File: config.mk
export PLATFORM = sky130hd
export DESIGN_NAME = clk_step_ctrl
export DESIGN_NICKNAME = d
export VERILOG_FILES = /design/src/rtl/clk_step_ctrl.sv
export SDC_FILE = /design/constraint.sdc
export NUM_CORES = 1
export LEC_CHECK = 0
export BUFFER_PORTS_ARGS = -buffer_cell sky130_fd_sc_hd__clkbuf_2
export CAP_MARGIN = 20
export CORE_MARGIN = 5
export CORE_UTILIZATION = 50
export DETAILED_ROUTE_END_ITERATION = 12
export GPL_ROUTABILITY_DRIVEN = 1
export PLACE_DENSITY_LB_ADDON = 0.08
export SYNTH_ARGS = -nofsm -noshare
export SYNTH_HDL_FRONTEND = slang
export SYNTH_SLANG_ARGS = --single-unit
File: constraint.sdc
create_clock -name in_clk -period 4.5 [get_ports in_clk]
set_clock_uncertainty 0.1 [all_clocks]
set_input_delay 0.675 -clock in_clk [delete_from_list [all_inputs] [get_ports in_clk]]
set_output_delay 0.675 -clock in_clk [all_outputs]
set_load 0.02 [all_outputs]
File: src/rtl/clk_step_ctrl.sv
// Single-step / run / burst clock-enable controller for a debug pipeline.
// Emits one-cycle tick pulses on in_clk; tick_count tracks all ticks issued.
module clk_step_ctrl #(
  parameter int unsigned DIV  = 20,
  parameter int unsigned BL_W = 16
) (
  input  logic            in_clk,
  input  logic            rst,
  input  logic            run_btn,
  input  logic            step_btn,
  input  logic            burst_btn,
  input  logic [BL_W-1:0] burst_len,
  input  logic            halt,
  output logic            tick,
  output logic [2:0]      state,
  output logic [31:0]     tick_count,
  output logic            burst_done
);

  localparam int unsigned CW = (DIV > 2) ? $clog2(DIV) : 1;
  localparam logic [CW-1:0] CNT_LAST = CW'(DIV - 1);

  typedef enum logic [2:0] {
    IDLE   = 3'd0,
    RUN    = 3'd1,
    BURST  = 3'd2,
    HALTED = 3'd3
  } state_t;

  state_t          state_q, state_d;
  logic [CW-1:0]   cnt_q, cnt_d;
  logic [BL_W-1:0] rem_q, rem_d;
  logic            tick_q, tick_d;
  logic            done_q, done_d;
  logic [31:0]     tick_count_q, tick_count_d;
  logic            run_prev_q, step_prev_q, burst_prev_q;

  logic run_edge, step_edge, burst_edge, cnt_due;

  assign run_edge   = run_btn & ~run_prev_q;
  assign step_edge  = step_btn & ~step_prev_q;
  assign burst_edge = burst_btn & ~burst_prev_q;
  assign cnt_due    = (cnt_q == CNT_LAST);

  always_comb begin
    state_d = state_q;
    cnt_d   = cnt_q;
    rem_d   = rem_q;
    tick_d  = 1'b0;
    done_d  = 1'b0;
    case (state_q)
      IDLE: begin
        if (halt) begin
          state_d = HALTED;
        end else if (run_edge) begin
          state_d = RUN;
        end else if (step_edge) begin
          // A step right after a burst's final tick is dropped to keep ticks apart.
          tick_d = ~tick_q;
        end else if (burst_edge && (burst_len != '0)) begin
          rem_d   = burst_len;
          state_d = BURST;
        end
      end
      RUN: begin
        if (halt) begin
          state_d = HALTED;
        end else if (run_edge) begin
          state_d = IDLE;
        end else if (cnt_due) begin
          cnt_d  = '0;
          tick_d = 1'b1;
        end else begin
          cnt_d = cnt_q + CW'(1);
        end
      end
      BURST: begin
        if (halt) begin
          state_d = HALTED;
        end else if (run_edge) begin
          state_d = IDLE;
        end else if (cnt_due) begin
          cnt_d  = '0;
          tick_d = 1'b1;
          rem_d  = rem_q - BL_W'(1);
          if (rem_q == BL_W'(1)) begin
            state_d = IDLE;
            done_d  = 1'b1;
          end
        end else begin
          cnt_d = cnt_q + CW'(1);
        end
      end
      HALTED: begin
        if (run_edge && !halt) state_d = IDLE;
      end
      default: state_d = IDLE;
    endcase
    if (state_d != state_q) cnt_d = '0;
    tick_count_d = tick_count_q + {31'd0, tick_d};
  end

  always_ff @(posedge in_clk or posedge rst) begin
    if (rst) begin
      state_q      <= IDLE;
      cnt_q        <= '0;
      rem_q        <= '0;
      tick_q       <= 1'b0;
      done_q       <= 1'b0;
      tick_count_q <= '0;
      run_prev_q   <= 1'b0;
      step_prev_q  <= 1'b0;
      burst_prev_q <= 1'b0;
    end else begin
      state_q      <= state_d;
      cnt_q        <= cnt_d;
      rem_q        <= rem_d;
      tick_q       <= tick_d;
      done_q       <= done_d;
      tick_count_q <= tick_count_d;
      run_prev_q   <= run_btn;
      step_prev_q  <= step_btn;
      burst_prev_q <= burst_btn;
    end
  end

  assign tick       = tick_q;
  assign state      = state_q;
  assign tick_count = tick_count_q;
  assign burst_done = done_q;

endmodule

==> impl_metrics.env, run 1 <==
export IMPL_outcome="finished, final reports clean"
export IMPL_crit_type="flip-flop to flip-flop"
export IMPL_wl_per_cell_um=15.1
export IMPL_setup_violations=0
export IMPL_grt_pass1_wl_mm=11.7
export IMPL_drt_pre_antenna_iters=4
export IMPL_io_pins=59
export IMPL_synthFlopType="dfrtp_1"
export IMPL_cts_hold_buf=0
export IMPL_worst_slew_pin_slew_ns=0.817
export IMPL_worstPathCellList="ha_1, nor4bb_1, a21oi_1, o22a_1, nor3_1, ha_1, ha_1, nand3_1, nor4_1, buf_4, nand4_1, nor2_1, xor2_1"
export IMPL_synth_top_cell_by_area="dfrtp_1"
export IMPL_grt_overflow_total=0
export IMPL_cts_num_sinks=61
export IMPL_insertion_delay_ns=0.33
export IMPL_drt_total_wl_mm=6.81
export IMPL_initial_utilization_pct=51.5
export IMPL_tritoncts="yes"
export IMPL_synth_top_area_share_pct=50.1
export IMPL_cts_buffer_depth=2
export IMPL_syn_inst=312
export IMPL_synth_common_cells="dfrtp_1, nand2_1, nor2_1"
export IMPL_finalCriticalPeriod_ns=3.49
export IMPL_relSlewSlack_pct=45.0
export IMPL_power_uw=1350
export IMPL_gp_congestion=0.871
export IMPL_ys_seq_area_share_pct=50.1
export IMPL_p_leak_uw=0.00164
export IMPL_rsz0062_at_grt="no"
export IMPL_drtAntennaViolNets=0
export IMPL_cts_resized=0
export IMPL_critPathSlowestCell="nor4bb_1"
export IMPL_syn_area_um2=3050
export IMPL_syn_avg_cell_area_um2=9.77
export IMPL_critPathMaxStageDelay_ns=0.54
export IMPL_core_um2=5920
export IMPL_crit_arrival_ns=3.64
export IMPL_r2r_start="cnt_q[0]"
export IMPL_port_buffers=58
export IMPL_finalWorstSetupSlack_ns=1.01
export IMPL_path_common_cell="ha_1"
export IMPL_track_usage_pct=19.3
export IMPL_cp_num_buf_inv=1
export IMPL_async_flop_share_pct=100
export IMPL_critPathTopFamily="simple AND/OR/NAND/NOR gates"
export IMPL_place_hpwl_mm=4.87
export IMPL_antenna_found_initial=0
export IMPL_hold_path_class="input pin to asynchronous set/reset pin"
export IMPL_startpoint="cnt_q[0]"
export IMPL_grt_pass1_vias=2449
export IMPL_cp_max_fo=5
export IMPL_fmax_ghz=0.287
export IMPL_areaGrowthSynthToFinish_pct=18.6
export IMPL_synth_nets=339
export IMPL_yosysWarnings=0
export IMPL_instances_no_fill=452
export IMPL_drive_gt1_share_pct=22.0
export IMPL_end_kind="flip-flop"
export IMPL_num_rows=28
export IMPL_h_tree_depth=3
export IMPL_finalCritPeriodShare_pct=77.5
export IMPL_drv_slew=0
export IMPL_cts_root_buf="clkbuf_8"
export IMPL_setup_tns_ns=0
export IMPL_hold_violations=0
export IMPL_antenna_cells=0
export IMPL_dpl_cell_count=438
export IMPL_ir_worst_vdd_uv=245
export IMPL_synth_most_common_cell="dfrtp_1"
export IMPL_fp_dieW_um=88.1
export IMPL_cap_viol_max_count=0
export IMPL_viasPerCell=5.73
export IMPL_synth_cell_types=46
export IMPL_p_per_area_nw_per_um2=374
export IMPL_nNetsFinal=401
export IMPL_startpoint_type="flip-flop"
export IMPL_ys_top_cells_by_area="dfrtp_1, xnor2_1, nand2_1, nand4_1, nor2_1"
export IMPL_first_iter_violations=140
export IMPL_place_ws_ns=1.05
export IMPL_synth_seq_cells=61
export IMPL_die_y_um=88.1
export IMPL_critPathRequiredTime_ns=4.66
export IMPL_synth_edf_count=0
export IMPL_post_cts_buffers=0
export IMPL_numCtsBuffers=9
export IMPL_die_area_um2=7760
export IMPL_path_clk_slew_ns=0.07
export IMPL_grt_max_degree=44
export IMPL_route_vias_total=2592
export IMPL_post_route_drc_count=0
[registers in the layout, summed over array words and instances (netlist names)]
signal        flops
cnt_q             5
rem_q            16
step_prev_q       1
run_prev_q        1
tick_count       32
burst_prev_q      1
tick              1
burst_done        1
state             3
[where the power goes]
| part | total [µW] | switching [µW] | internal (µW) |
|---|---|---|---|
| logic | 201 | 122 | 79.0 |
| registers | 659 | 58.7 | 601 |
| clock network | 492 | 211 | 281 |
| total | 1350 | 392 | 960 |
[layout make-up]
class | count | area, µm²
fill | 528 | 2300
sequential | 61 | 1530
multi-input combinational | 235 | 1460
timing repair buffer | 62 | 320
clock buffer | 11 | 151
tap | 75 | 93.8
clock inverter | 3 | 46.3
inverter | 5 | 18.8
[routing by layer]
metal  global-route usage (%)  up-vias  wire (µm)  part of all wire [%]
met1                     28.1     1257       3260                    48
met5                        0        -          0                     0
met2                     27.7       68       3090                    45
li1                         -     1257          -                     -
met4                     8.24        0        108                   1.6
met3                     4.14       10        353                   5.2
[worst reg2reg max path, delay by kind of cell (launching register included)]
kind,cells,cell delay (ns)
AND/OR/NAND/NOR,6,1.43
adder cells (fa/ha/maj),3,0.78
flip-flops,1,0.39
AO/OA/AOI/OAI,2,0.36
buffers and inverters,1,0.19
XOR/XNOR,1,0.17
[cells by family (layout without fill, tap and decap cells)]
family | count (synthesis) | after routing | synth area share (%)
AO/OA/AOI/OAI | 60 | 60 | 12.5
XOR/XNOR | 32 | 32 | 9.20
adder cells (fa/ha/maj) | 5 | 5 | 2.05
buffers and inverters | 16 | 81 | 2.05
flip-flops | 61 | 61 | 50.1
multiplexers | 2 | 2 | 0.657
other | 1 | 1 | 0.123
AND/OR/NAND/NOR | 135 | 135 | 23.4
[through the flow]
step / hold WS [ns] / cell area (µm²) / utilization, %
final: 0.195 / 3620 / 61.1
after global routing: 0.215 / 3620 / 61.1
after CTS: 0.198 / 3620 / 61.1
after detailed placement: 0.371 / 3420 / 57.7
after global placement: 0.361 / 3420 / 57.7
after floorplan: 0.351 / 3050 / -
[cell usage in the layout (no fill, tap or decap), types with 7 or more instances in the layout]
master     instances
clkbuf_2          58
xor2_1             8
nand4_1           15
nor4_1            13
nand3_1           17
xnor2_1           24
o2bb2ai_1          7
a21oi_1           14
nand2_1           26
clkbuf_8          11
dfrtp_1           61
nor2_1            25
nor3_1            10
o21ai_0           18
[final timing paths]
| kind | to | slack [ns] | cells after the start |
|---|---|---|---|
| max | tick_count[22] | 1.01 | 13 |
| min | tick_count[11] | 0.20 | 2 |
| max reg2reg | tick_count[22] | 1.01 | 13 |
| min reg2reg | tick_count[31] | 0.37 | 1 |
| max in group asynchronous | rem_q[2] | 3.23 | 3 |
| min in group in_clk | burst_prev_q | 0.36 | 1 |
No activity file was read; power rests on OpenSTA's default activity.
==> run 2, diff against run 1 <==
clock period = 2.84 ns   (was 4.5 ns; I/O delays follow)
==> run 2 against run 1 <==
Sequential power increased by 59%. Sequential cell count unchanged. Register-to-register slack got worse by 0.91 ns. Critical path depth decreased by 2. Largest power group unchanged. Highest routed layer unchanged.
==> impl_metrics.env, run 2 (synthesized netlist as in run 1, its figures left out) <==
export IMPL_outcome="finished, final reports clean"
export IMPL_critPathTopFamily="simple AND/OR/NAND/NOR gates"
export IMPL_switching_share_pct=28.9
export IMPL_route_vias_total=2655
export IMPL_end_kind="flip-flop"
export IMPL_cts_buffer_depth=2
export IMPL_drt_total_wl_mm=7.46
export IMPL_pwr_share_seq_pct=46.8
export IMPL_gp_congestion=0.814
export IMPL_areaGrowthSynthToFinish_pct=27.6
export IMPL_numCtsBuffers=9
export IMPL_worstPathCellList="ha_2, or4bb_1, o22a_1, nor3_2, ha_2, ha_4, nand3_4, nor4_4, nand4_1, buf_4, xnor2_1"
export IMPL_r2r_start="cnt_q[0]"
export IMPL_insertion_delay_ns=0.34
export IMPL_r2r_cells=11
export IMPL_setup_tns_ns=0
export IMPL_cts_hold_buf=0
export IMPL_viasPerCell=5.61
export IMPL_r2r_slack_ns=0.1
export IMPL_h_tree_depth=3
export IMPL_die_y_um=88.1
export IMPL_hold_path_class="input pin to asynchronous set/reset pin"
export IMPL_ir_worst_vdd_uv=346
export IMPL_path_clk_slew_ns=0.07
export IMPL_io_pins=59
export IMPL_finalCriticalPeriod_ns=2.74
export IMPL_grt_pass1_wl_mm=12.5
export IMPL_tritoncts="yes"
export IMPL_drt_pre_antenna_iters=5
export IMPL_cts_root_buf="clkbuf_8"
export IMPL_fmax_ghz=0.365
export IMPL_cp_max_fo=4
export IMPL_critPathSlowestCell="or4bb_1"
export IMPL_grt_max_degree=34
export IMPL_fp_dieW_um=88.1
export IMPL_grt_pass1_vias=2556
export IMPL_finalCritPeriodShare_pct=96.6
export IMPL_switchingPower_uw=646
export IMPL_largest_register_ffs=32
export IMPL_num_rows=28
export IMPL_r2r_end="tick_count[20]"
export IMPL_drv_slew=0
export IMPL_track_usage_pct=20.4
export IMPL_crit_type="flip-flop to flip-flop"
export IMPL_antenna_cells=0
export IMPL_critPathMaxStageDelay_ns=0.42
export IMPL_pwr_share_comb_pct=15.4
export IMPL_antenna_found_initial=0
export IMPL_layout_commonest_cell="dfrtp_1"
export IMPL_cap_viol_max_count=0
export IMPL_drive_gt1_share_pct=29.6
export IMPL_power_uw=2230
export IMPL_post_route_drc_count=0
export IMPL_initial_utilization_pct=51.5
export IMPL_intPower_uw=1590
export IMPL_startpoint_type="flip-flop"
export IMPL_die_area_um2=7760
export IMPL_first_iter_violations=137
export IMPL_nNetsFinal=420
export IMPL_rsz0062_at_grt="yes"
export IMPL_path_common_cell="ha_2"
export IMPL_relSlewSlack_pct=47.0
export IMPL_mostFrequentLayoutCells="dfrtp_1, clkbuf_2, nand2_1"
export IMPL_place_hpwl_mm=5.25
export IMPL_p_per_area_nw_per_um2=574
export IMPL_cts_num_sinks=61
export IMPL_hold_violations=0
export IMPL_core_um2=5920
export IMPL_port_buffers=58
export IMPL_worst_slew_pin_slew_ns=0.791
export IMPL_grt_overflow_total=0
export IMPL_critPathRequiredTime_ns=2.95
export IMPL_drtAntennaViolNets=0
export IMPL_p_leak_uw=0.00179
export IMPL_setup_violations=0
export IMPL_cp_num_buf_inv=1
export IMPL_wl_per_cell_um=15.8
export IMPL_pwr_share_clk_pct=37.8
export IMPL_crit_arrival_ns=2.85
## run 2: cell count changes in the layout (fill, tap and decap cells not counted), moves of 2 or more
cell / before / now
nand3_1: 17 / 14
nor4_1: 13 / 11
buf_4: 4 / 22
clkinv_2: 0 / 2
ha_2: 0 / 2
nand3_2: 0 / 2
and2_4: 0 / 2
ha_1: 5 / 2
clkbuf_8: 11 / 9
and2_1: 4 / 2
## run 2: power groups by stage
| stage | logic, µW | clock network (µW) | registers, µW |
|---|---|---|---|
| after CTS | 344 | 859 | 1040 |
| after global placement | 338 | 0 | 1060 |
| final | 344 | 843 | 1050 |
| after detailed placement | 342 | 0 | 1060 |
| after floorplan | 219 | 0 | 1060 |
| after global routing | 393 | 899 | 1060 |
## run 2: metrics by stage
| step | hold slack [ns] | utilization (%) | setup WS (ns) | instance area [µm²] | instances |
|---|---|---|---|---|---|
| floorplan | 0.351 | - | 0.0136 | 3110 | 312 |
| global placement | 0.363 | 60.5 | 0.0577 | 3580 | 450 |
| detailed placement | 0.362 | 60.5 | -0.0338 | 3580 | 450 |
| CTS | 0.0924 | 64.4 | 0.0386 | 3810 | 468 |
| global route | 0.109 | 65.7 | -0.133 | 3890 | 473 |
| finish | 0.0814 | 65.7 | 0.0976 | 3890 | 473 |
## run 2: area by class of cell
cell class | count | area (µm²)
sequential | 61 | 1530
multi-input combinational | 235 | 1560
tap | 75 | 93.8
timing repair buffer | 81 | 475
clock inverter | 6 | 86.3
fill | 493 | 2030
clock buffer | 10 | 128
inverter | 5 | 18.8
## run 2: worst max-delay path by stage
stage,start,end,slack [ns],cells past startpoint
after floorplan,cnt_q[0],tick_count[22],0.01,11
after global placement,cnt_q[1],tick_count[23],0.06,10
after detailed placement,cnt_q[1],tick_count[22],-0.03,11
after CTS,cnt_q[0],tick_count[29],0.04,11
after global routing,cnt_q[0],tick_count[22],-0.13,11
final,cnt_q[0],tick_count[20],0.1,11
## run 2: what timing repair did
| action | CTS | global route |
|---|---|---|
| buffers inserted | 2 | 5 |
| endpoints found under the setup margin | 8 | 15 |
| cloned | 0 | 0 |
| pin swaps | 4 | 5 |
| gates resized for setup | 1 | 9 |
## run 2: metal layers
| metal | share of wire (%) | vias up | global-route usage [%] |
|---|---|---|---|
| met2 | 45 | 72 | 29.6 |
| met3 | 4.9 | 7 | 3.57 |
| met4 | 0.94 | 0 | 7.55 |
| li1 | - | 1294 | - |
| met5 | 0 | - | 0 |
| met1 | 49 | 1282 | 30.7 |
